## config.mk

```make
export PLATFORM = sky130hd
export DESIGN_NAME = alu_issue_stage
export DESIGN_NICKNAME = d
export VERILOG_FILES = /design/src/rtl/alu_issue_stage.sv
export SDC_FILE = /design/constraint.sdc
export NUM_CORES = 1
export LEC_CHECK = 0
export CAP_MARGIN = 40
export CORE_AREA = 3 3 111 113
export CTS_CLUSTER_DIAMETER = 200
export DETAILED_ROUTE_END_ITERATION = 16
export DIE_AREA = 0 0 114 116
export PLACE_DENSITY = 0.77
export RECOVER_POWER = 100
export SYNTH_ARGS = -nofsm -noshare
export SYNTH_HDL_FRONTEND = slang
export SYNTH_SLANG_ARGS = --single-unit
```

## constraint.sdc

```tcl
create_clock -name clk -period 1.1 [get_ports clk]
set_input_delay 0.22 -clock clk [delete_from_list [all_inputs] [get_ports clk]]
set_output_delay 0.22 -clock clk [all_outputs]
set_load 0.05 [all_outputs]
```

## src/rtl/alu_issue_stage.sv

```systemverilog
// ID/EX issue stage: decodes the ID word into ALU op S, selects SrcA/SrcB and registers EX controls; MUL_EN enables mul.
// Latency: 1 cycle from ID inputs to ex_* outputs.
// Backpressure: stall holds the EX register, flush loads a bubble (flush wins over stall).
module alu_issue_stage #(
    parameter int DATA_W = 32,
    parameter int REG_AW = 5
) (
    input  logic              clk,
    input  logic              rst_n,
    input  logic              id_valid,
    input  logic [31:0]       id_instr,
    input  logic [DATA_W-1:0] id_rd1,
    input  logic [DATA_W-1:0] id_rd2,
    input  logic              stall,
    input  logic              flush,
    output logic              ex_valid,
    output logic [DATA_W-1:0] ex_SrcA,
    output logic [DATA_W-1:0] ex_SrcB,
    output logic [2:0]        ex_S,
    output logic [DATA_W-1:0] ex_writedata,
    output logic [REG_AW-1:0] ex_writereg,
    output logic              ex_regwrite,
    output logic              ex_memwrite,
    output logic              ex_memtoreg,
    output logic              ex_branch,
    output logic              illegal_seen
);

    localparam logic [2:0] ALU_AND = 3'b000;
    localparam logic [2:0] ALU_OR  = 3'b001;
    localparam logic [2:0] ALU_ADD = 3'b010;
    localparam logic [2:0] ALU_SUB = 3'b100;
    localparam logic [2:0] ALU_SLT = 3'b110;
`ifdef MUL_EN
    localparam logic [2:0] ALU_MUL = 3'b101;
`endif

    localparam logic [5:0] OP_RTYPE = 6'b000000;
    localparam logic [5:0] OP_SPEC2 = 6'b011100;
    localparam logic [5:0] OP_ADDI  = 6'b001000;
    localparam logic [5:0] OP_SLTI  = 6'b001010;
    localparam logic [5:0] OP_ANDI  = 6'b001100;
    localparam logic [5:0] OP_ORI   = 6'b001101;
    localparam logic [5:0] OP_LW    = 6'b100011;
    localparam logic [5:0] OP_SW    = 6'b101011;
    localparam logic [5:0] OP_BEQ   = 6'b000100;

    localparam logic [5:0] FN_ADD = 6'b100000;
    localparam logic [5:0] FN_SUB = 6'b100010;
    localparam logic [5:0] FN_AND = 6'b100100;
    localparam logic [5:0] FN_OR  = 6'b100101;
    localparam logic [5:0] FN_SLT = 6'b101010;
`ifdef MUL_EN
    localparam logic [5:0] FN_MUL = 6'b000010;
`endif

    typedef struct packed {
        logic              valid;
        logic [DATA_W-1:0] srca;
        logic [DATA_W-1:0] srcb;
        logic [2:0]        s;
        logic [DATA_W-1:0] wdata;
        logic [REG_AW-1:0] wreg;
        logic              regwrite;
        logic              memwrite;
        logic              memtoreg;
        logic              branch;
    } ex_reg_t;

    ex_reg_t ex_q, ex_d, dec;
    logic    dec_legal;
    logic    illegal_seen_q, illegal_seen_d;

    logic [5:0]        opcode, funct;
    logic [15:0]       imm;
    logic [DATA_W-1:0] imm_sext, imm_zext;
    logic [REG_AW-1:0] rt_addr, rd_addr;
    // rs and shamt are not needed: rs data arrives already read on id_rd1.
    logic              unused_instr_bits;

    assign opcode   = id_instr[31:26];
    assign funct    = id_instr[5:0];
    assign imm      = id_instr[15:0];
    assign imm_sext = {{(DATA_W-16){imm[15]}}, imm};
    assign imm_zext = {{(DATA_W-16){1'b0}}, imm};
    assign rt_addr  = REG_AW'(id_instr[20:16]);
    assign rd_addr  = REG_AW'(id_instr[15:11]);
    assign unused_instr_bits = ^{id_instr[25:21], id_instr[10:6]};

    always_comb begin
        dec       = '0;
        dec_legal = 1'b0;
        unique case (opcode)
            OP_RTYPE: begin
                dec.srcb     = id_rd2;
                dec.regwrite = 1'b1;
                dec.wreg     = rd_addr;
                dec_legal    = 1'b1;
                unique case (funct)
                    FN_ADD:  dec.s = ALU_ADD;
                    FN_SUB:  dec.s = ALU_SUB;
                    FN_AND:  dec.s = ALU_AND;
                    FN_OR:   dec.s = ALU_OR;
                    FN_SLT:  dec.s = ALU_SLT;
                    default: dec_legal = 1'b0;
                endcase
            end
`ifdef MUL_EN
            OP_SPEC2: begin
                if (funct == FN_MUL) begin
                    dec.s        = ALU_MUL;
                    dec.srcb     = id_rd2;
                    dec.regwrite = 1'b1;
                    dec.wreg     = rd_addr;
                    dec_legal    = 1'b1;
                end
            end
`else
            OP_SPEC2: dec_legal = 1'b0;
`endif
            OP_ADDI, OP_SLTI: begin
                dec.s        = (opcode == OP_ADDI) ? ALU_ADD : ALU_SLT;
                dec.srcb     = imm_sext;
                dec.regwrite = 1'b1;
                dec.wreg     = rt_addr;
                dec_legal    = 1'b1;
            end
            OP_ANDI, OP_ORI: begin
                dec.s        = (opcode == OP_ANDI) ? ALU_AND : ALU_OR;
                dec.srcb     = imm_zext;
                dec.regwrite = 1'b1;
                dec.wreg     = rt_addr;
                dec_legal    = 1'b1;
            end
            OP_LW: begin
                dec.s        = ALU_ADD;
                dec.srcb     = imm_sext;
                dec.regwrite = 1'b1;
                dec.memtoreg = 1'b1;
                dec.wreg     = rt_addr;
                dec_legal    = 1'b1;
            end
            OP_SW: begin
                dec.s        = ALU_ADD;
                dec.srcb     = imm_sext;
                dec.memwrite = 1'b1;
                dec.wdata    = id_rd2;
                dec_legal    = 1'b1;
            end
            OP_BEQ: begin
                dec.s      = ALU_SUB;
                dec.srcb   = id_rd2;
                dec.branch = 1'b1;
                dec_legal  = 1'b1;
            end
            default: dec_legal = 1'b0;
        endcase
        dec.valid = dec_legal;
        dec.srca  = dec_legal ? id_rd1 : '0;
        // $0 is hardwired zero, so a write to it is dropped here rather than in WB.
        if (dec.wreg == '0) begin
            dec.regwrite = 1'b0;
        end
    end

    always_comb begin
        ex_d           = ex_q;
        illegal_seen_d = illegal_seen_q;
        if (flush) begin
            ex_d = '0;
        end else if (!stall) begin
            if (!id_valid) begin
                ex_d = '0;
            end else if (dec_legal) begin
                ex_d = dec;
            end else begin
                // Keep the slot visibly occupied so the trap is attributable downstream.
                ex_d           = '0;
                ex_d.valid     = 1'b1;
                illegal_seen_d = 1'b1;
            end
        end
    end

    always_ff @(posedge clk or negedge rst_n) begin
        if (!rst_n) begin
            ex_q           <= '0;
            illegal_seen_q <= 1'b0;
        end else begin
            ex_q           <= ex_d;
            illegal_seen_q <= illegal_seen_d;
        end
    end

    assign ex_valid     = ex_q.valid;
    assign ex_SrcA      = ex_q.srca;
    assign ex_SrcB      = ex_q.srcb;
    assign ex_S         = ex_q.s;
    assign ex_writedata = ex_q.wdata;
    assign ex_writereg  = ex_q.wreg;
    assign ex_regwrite  = ex_q.regwrite;
    assign ex_memwrite  = ex_q.memwrite;
    assign ex_memtoreg  = ex_q.memtoreg;
    assign ex_branch    = ex_q.branch;
    assign illegal_seen = illegal_seen_q;

endmodule
```

==> results.txt <==
The path with the worst hold slack has its endpoint at ex_memtoreg$_DFFE_PN0P_. The final reports fail on setup timing. Based on the critical path, the design can be clocked at up to 0.612 GHz.

The critical path's largest stage delay is 0.56 ns. The routed layout has 4987 vias. The net count after synthesis is 439.

The floorplan die area came out at 13200 um^2. The post-route antenna net violation count is 0. The relative slew slack came out at 59.7%.

The endpoint identified for the worst register-to-register timing path is ex_SrcB[10]$_DFFE_PN0P_. Counting instances, the worst hold path has a depth of 3. The starting utilization of the core area came out at 39.7%. Along the worst path, the maximum fanout reaches 8. In this run the horizontal extent of the chip is 114 um.

Counting cells, the worst reg-to-reg path comes to 3. For this run, the leading register cell type out of synthesis is sky130_fd_sc_hd__dfrtp_1. In this run, the number of DRC markers left after iteration 0 of detailed routing was 426. CTS placed an instance of sky130_fd_sc_hd__clkbuf_16 at the clock tree root. The netlist uses 39 different library cells. The biggest area contributor in the post-synthesis netlist is sky130_fd_sc_hd__dfrtp_1. The yosys synthesis warning count is 0. The launching element of the worst setup path is id_instr[27]. The setup path with the least slack is of type input port to flop. The number of iterations in the first detailed-routing pass is 5. The worst path buffer plus inverter count is 5. The share of async-settable or async-resettable flops after synthesis is 100%. The number of maximum-capacitance constraint violations came out at 0. The worst IR drop on VDD came out at 0.842 mV. The run finished, with violations left. The number of antenna violations at the first check in global routing came out at 0. The number of global-route vias before repair is 5134. The first-pass GRT wire length came out at 30.2 mm. The tightest hold margin is 0.186 ns. The routed wire length per instance is 26.1 um. Dividing total power by cell area gives a power density of 883 nW/um^2. The most numerous cell type found on the critical path is sky130_fd_sc_hd__buf_6.

The number of fill cells is 468. The latest clock arrival within the worst-skew pair is 0.35 ns. The post-detailed-route via-to-cell ratio is 5.88. The worst setup path is captured at a flop. The net count of the finished layout came out at 802.

The total wire length is 22.1 mm. In this run the register-to-register setup slack is 0.07 ns. By area the synthesized netlist is led by sky130_fd_sc_hd__dfrtp_1, sky130_fd_sc_hd__a22o_1, sky130_fd_sc_hd__a21o_1. The total clock buffers created by CTS came out at 9.

At the pin with the least slew margin, the transition time is 0.604 ns. The count of antenna diodes in the layout is 0. Setup repair after global routing could not meet its margin everywhere. The number of flip-flops and latches in the synthesized netlist is 110.

The top cell type by area accounts for 60.8% of the synthesized area. In the finished design, the share of the clock period the worst path needs comes to 149%. TritonCTS built the clock tree. The synthesized design contains 0 enable-type register cells. Counting every sink on the clock net gives 110. The startpoint identified for the worst hold timing path is id_instr[30]. Traced cell by cell, the critical path runs through buf_8, or4b_4, o22ai_4, a41oi_4, a21oi_4, buf_6, buf_6, buf_12, buf_16, a22o_1.

The min-delay analysis places its worst path in the category input port to flop. The pin count of the biggest net entering global routing came out at 75. The number of hold violations in the final report is 0. Ranked by instance count, the synthesized netlist is headed by sky130_fd_sc_hd__a22o_1, sky130_fd_sc_hd__dfrtp_1, sky130_fd_sc_hd__clkbuf_1. The final count of pins violating max slew is 0. In this run the tool buffered the top-level ports with 205 buffer cells. The required time of the critical path came out at 1.40 ns. The setup clock skew after layout came out at 0 ns.

The standard cell core area came out at 11400 um^2. The design area came out at 9940 um^2. In this run the deepest clock path goes through 2 buffers.

The combined area of all synthesized cells came out at 4530 um^2. The total power is 8.77 mW. The H-tree was split into 3 levels. The kind of cell with the highest combined delay on the critical path is compound AO/OA/AOI/OAI gates. The leakage power of the design is 4.79 nW. After clock tree synthesis, the clock-pin slew on the worst setup and hold paths is 0.08 ns. The global placer's final weighted congestion is 0.873. Measured along the y axis, the die boundary spans 116 um.

The post-synthesis to final-layout area growth is 119%. The largest individual stage delay along the critical path comes from the cell sky130_fd_sc_hd__or4b_4. The boundary pin count came out at 211. The placed instance area is 8280 um^2. The total number of placement rows came out at 39.

Sequential elements use 60.8% of the synthesized area. In this run the critical register-to-register path is launched from ex_SrcB[10]$_DFFE_PN0P_. The worst path in the final design needs a cycle of 1.63 ns, including I/O delays and setup. The share of post-route cells with drive strength above 1 came out at 47.1%. Across all setup checks in the final design, the least slack found is -0.534 ns. The number of failing setup endpoints in the final timing report came out at 218. Among all cell types in the netlist, the one instantiated most often is sky130_fd_sc_hd__a22o_1.

The total routing resource utilization after global routing came out at 30.3%. The total grt overflow came out at 0. Data arrives at the worst endpoint at 1.93 ns. Detailed placement finished with a half-perimeter wire length of 11.4 mm.

STA classifies the critical path startpoint as an input port. A synthesized cell averages 13.4 um^2. Synthesis handed over a netlist of 338 instances. For this run, design rule violations remaining after detail routing come to 0.
[metrics by stage]
stage	TNS, ns	util [%]	setup slack (ns)	instances
after global placement	-109.79	72.5	-1.04	714
after floorplan	-52.71	-	-0.584	338
after global routing	-58.70	87.0	-0.588	848
after detailed placement	-122.58	72.5	-1.22	714
after CTS	-47.15	85.0	-0.495	807
final	-49.30	87.0	-0.534	848
[per-layer routing]
layer | up-vias | wire, um | track usage (%)
met1 | 2536 | 7910 | 37.0
met3 | 67 | 1680 | 4.80
met2 | 329 | 11600 | 52.6
met4 | 0 | 996 | 14.2
li1 | 2055 | - | -
met5 | - | 0 | 0
[how the worst max path moves through the flow]
stage               slack, ns  cells after the start                 endpoint
finish                  -0.53                     10  ex_SrcA[15]$_DFFE_PN0P_
floorplan               -0.58                      7  ex_SrcA[29]$_DFFE_PN0P_
detailed placement      -1.22                      8   ex_SrcA[3]$_DFFE_PN0P_
global route            -0.59                     10  ex_SrcA[15]$_DFFE_PN0P_
global placement        -1.04                      8   ex_SrcA[7]$_DFFE_PN0P_
CTS                     -0.50                     10   ex_SrcB[2]$_DFFE_PN0P_
[where the power goes]
group	switching, mW	leakage, nW	internal (mW)	total, mW
logic	0.555	3.11	0.651	1.21
registers	0.0204	1.53	4.06	4.08
clock network	1.50	0.146	1.98	3.49
total	2.08	4.79	6.69	8.77
[cell usage in the layout (no fill, tap or decap), drive strengths merged, types with 2 or more instances in the layout]
cell	netlist	layout
and2	3	3
bufinv	0	2
nor2b	3	3
nor2	7	7
a21oi	4	4
clkdlybuf4s50	0	79
dfrtp	110	110
o21ai	3	3
a21o	18	18
nand2	10	10
buf	10	291
or3	2	2
or2	2	2
a22o	125	125
dlygate4sd2	0	4
clkbuf	19	16
a31o	2	2
nor4b	2	2
nor3	2	2
[cell families after synthesis]
kind of cell / Yosys count / share of synthesized area (%)
buffers and inverters: 30 / 3.70
flip-flops: 110 / 60.8
AND/OR/NAND/NOR: 41 / 5.88
AO/OA/AOI/OAI: 157 / 29.6
[state kept, by name, summed over array words and instances, names as in the netlist]
name / count
ex_S: 3
ex_SrcA: 32
ex_writereg: 5
ex_branch: 1
ex_regwrite: 1
ex_SrcB: 32
ex_memtoreg: 1
ex_memwrite: 1
illegal_seen: 1
ex_writedata: 32
ex_valid: 1
[cell type report]
type                       count  area, um^2  area share, %
timing repair buffer         381        4960           49.9
sequential                   110        2750           27.7
multi-input combinational    198        1740           17.5
clock buffer                  11         233           2.34
tap                          143         179           1.80
clock inverter                 4        72.6          0.730
inverter                       1        3.75         0.0378
[worst register-to-register path: cells and delay by family, from the launching register on]
family	cells	cell delay (ns)
flip-flops	1	0.44
buffers and inverters	2	0.27
AO/OA/AOI/OAI	1	0.21
[what timing repair did]
action                                  in CTS  in global routing
endpoints found under the setup margin     220                218
cloned                                      16                  1
setup buffers                               64                 51
pin swaps                                   24                 27
hold buffers                                 1                  0
gates resized for setup                    107                 16
hold endpoints to repair                   110                  0
Note: power is estimated with default switching activity, not from simulation.
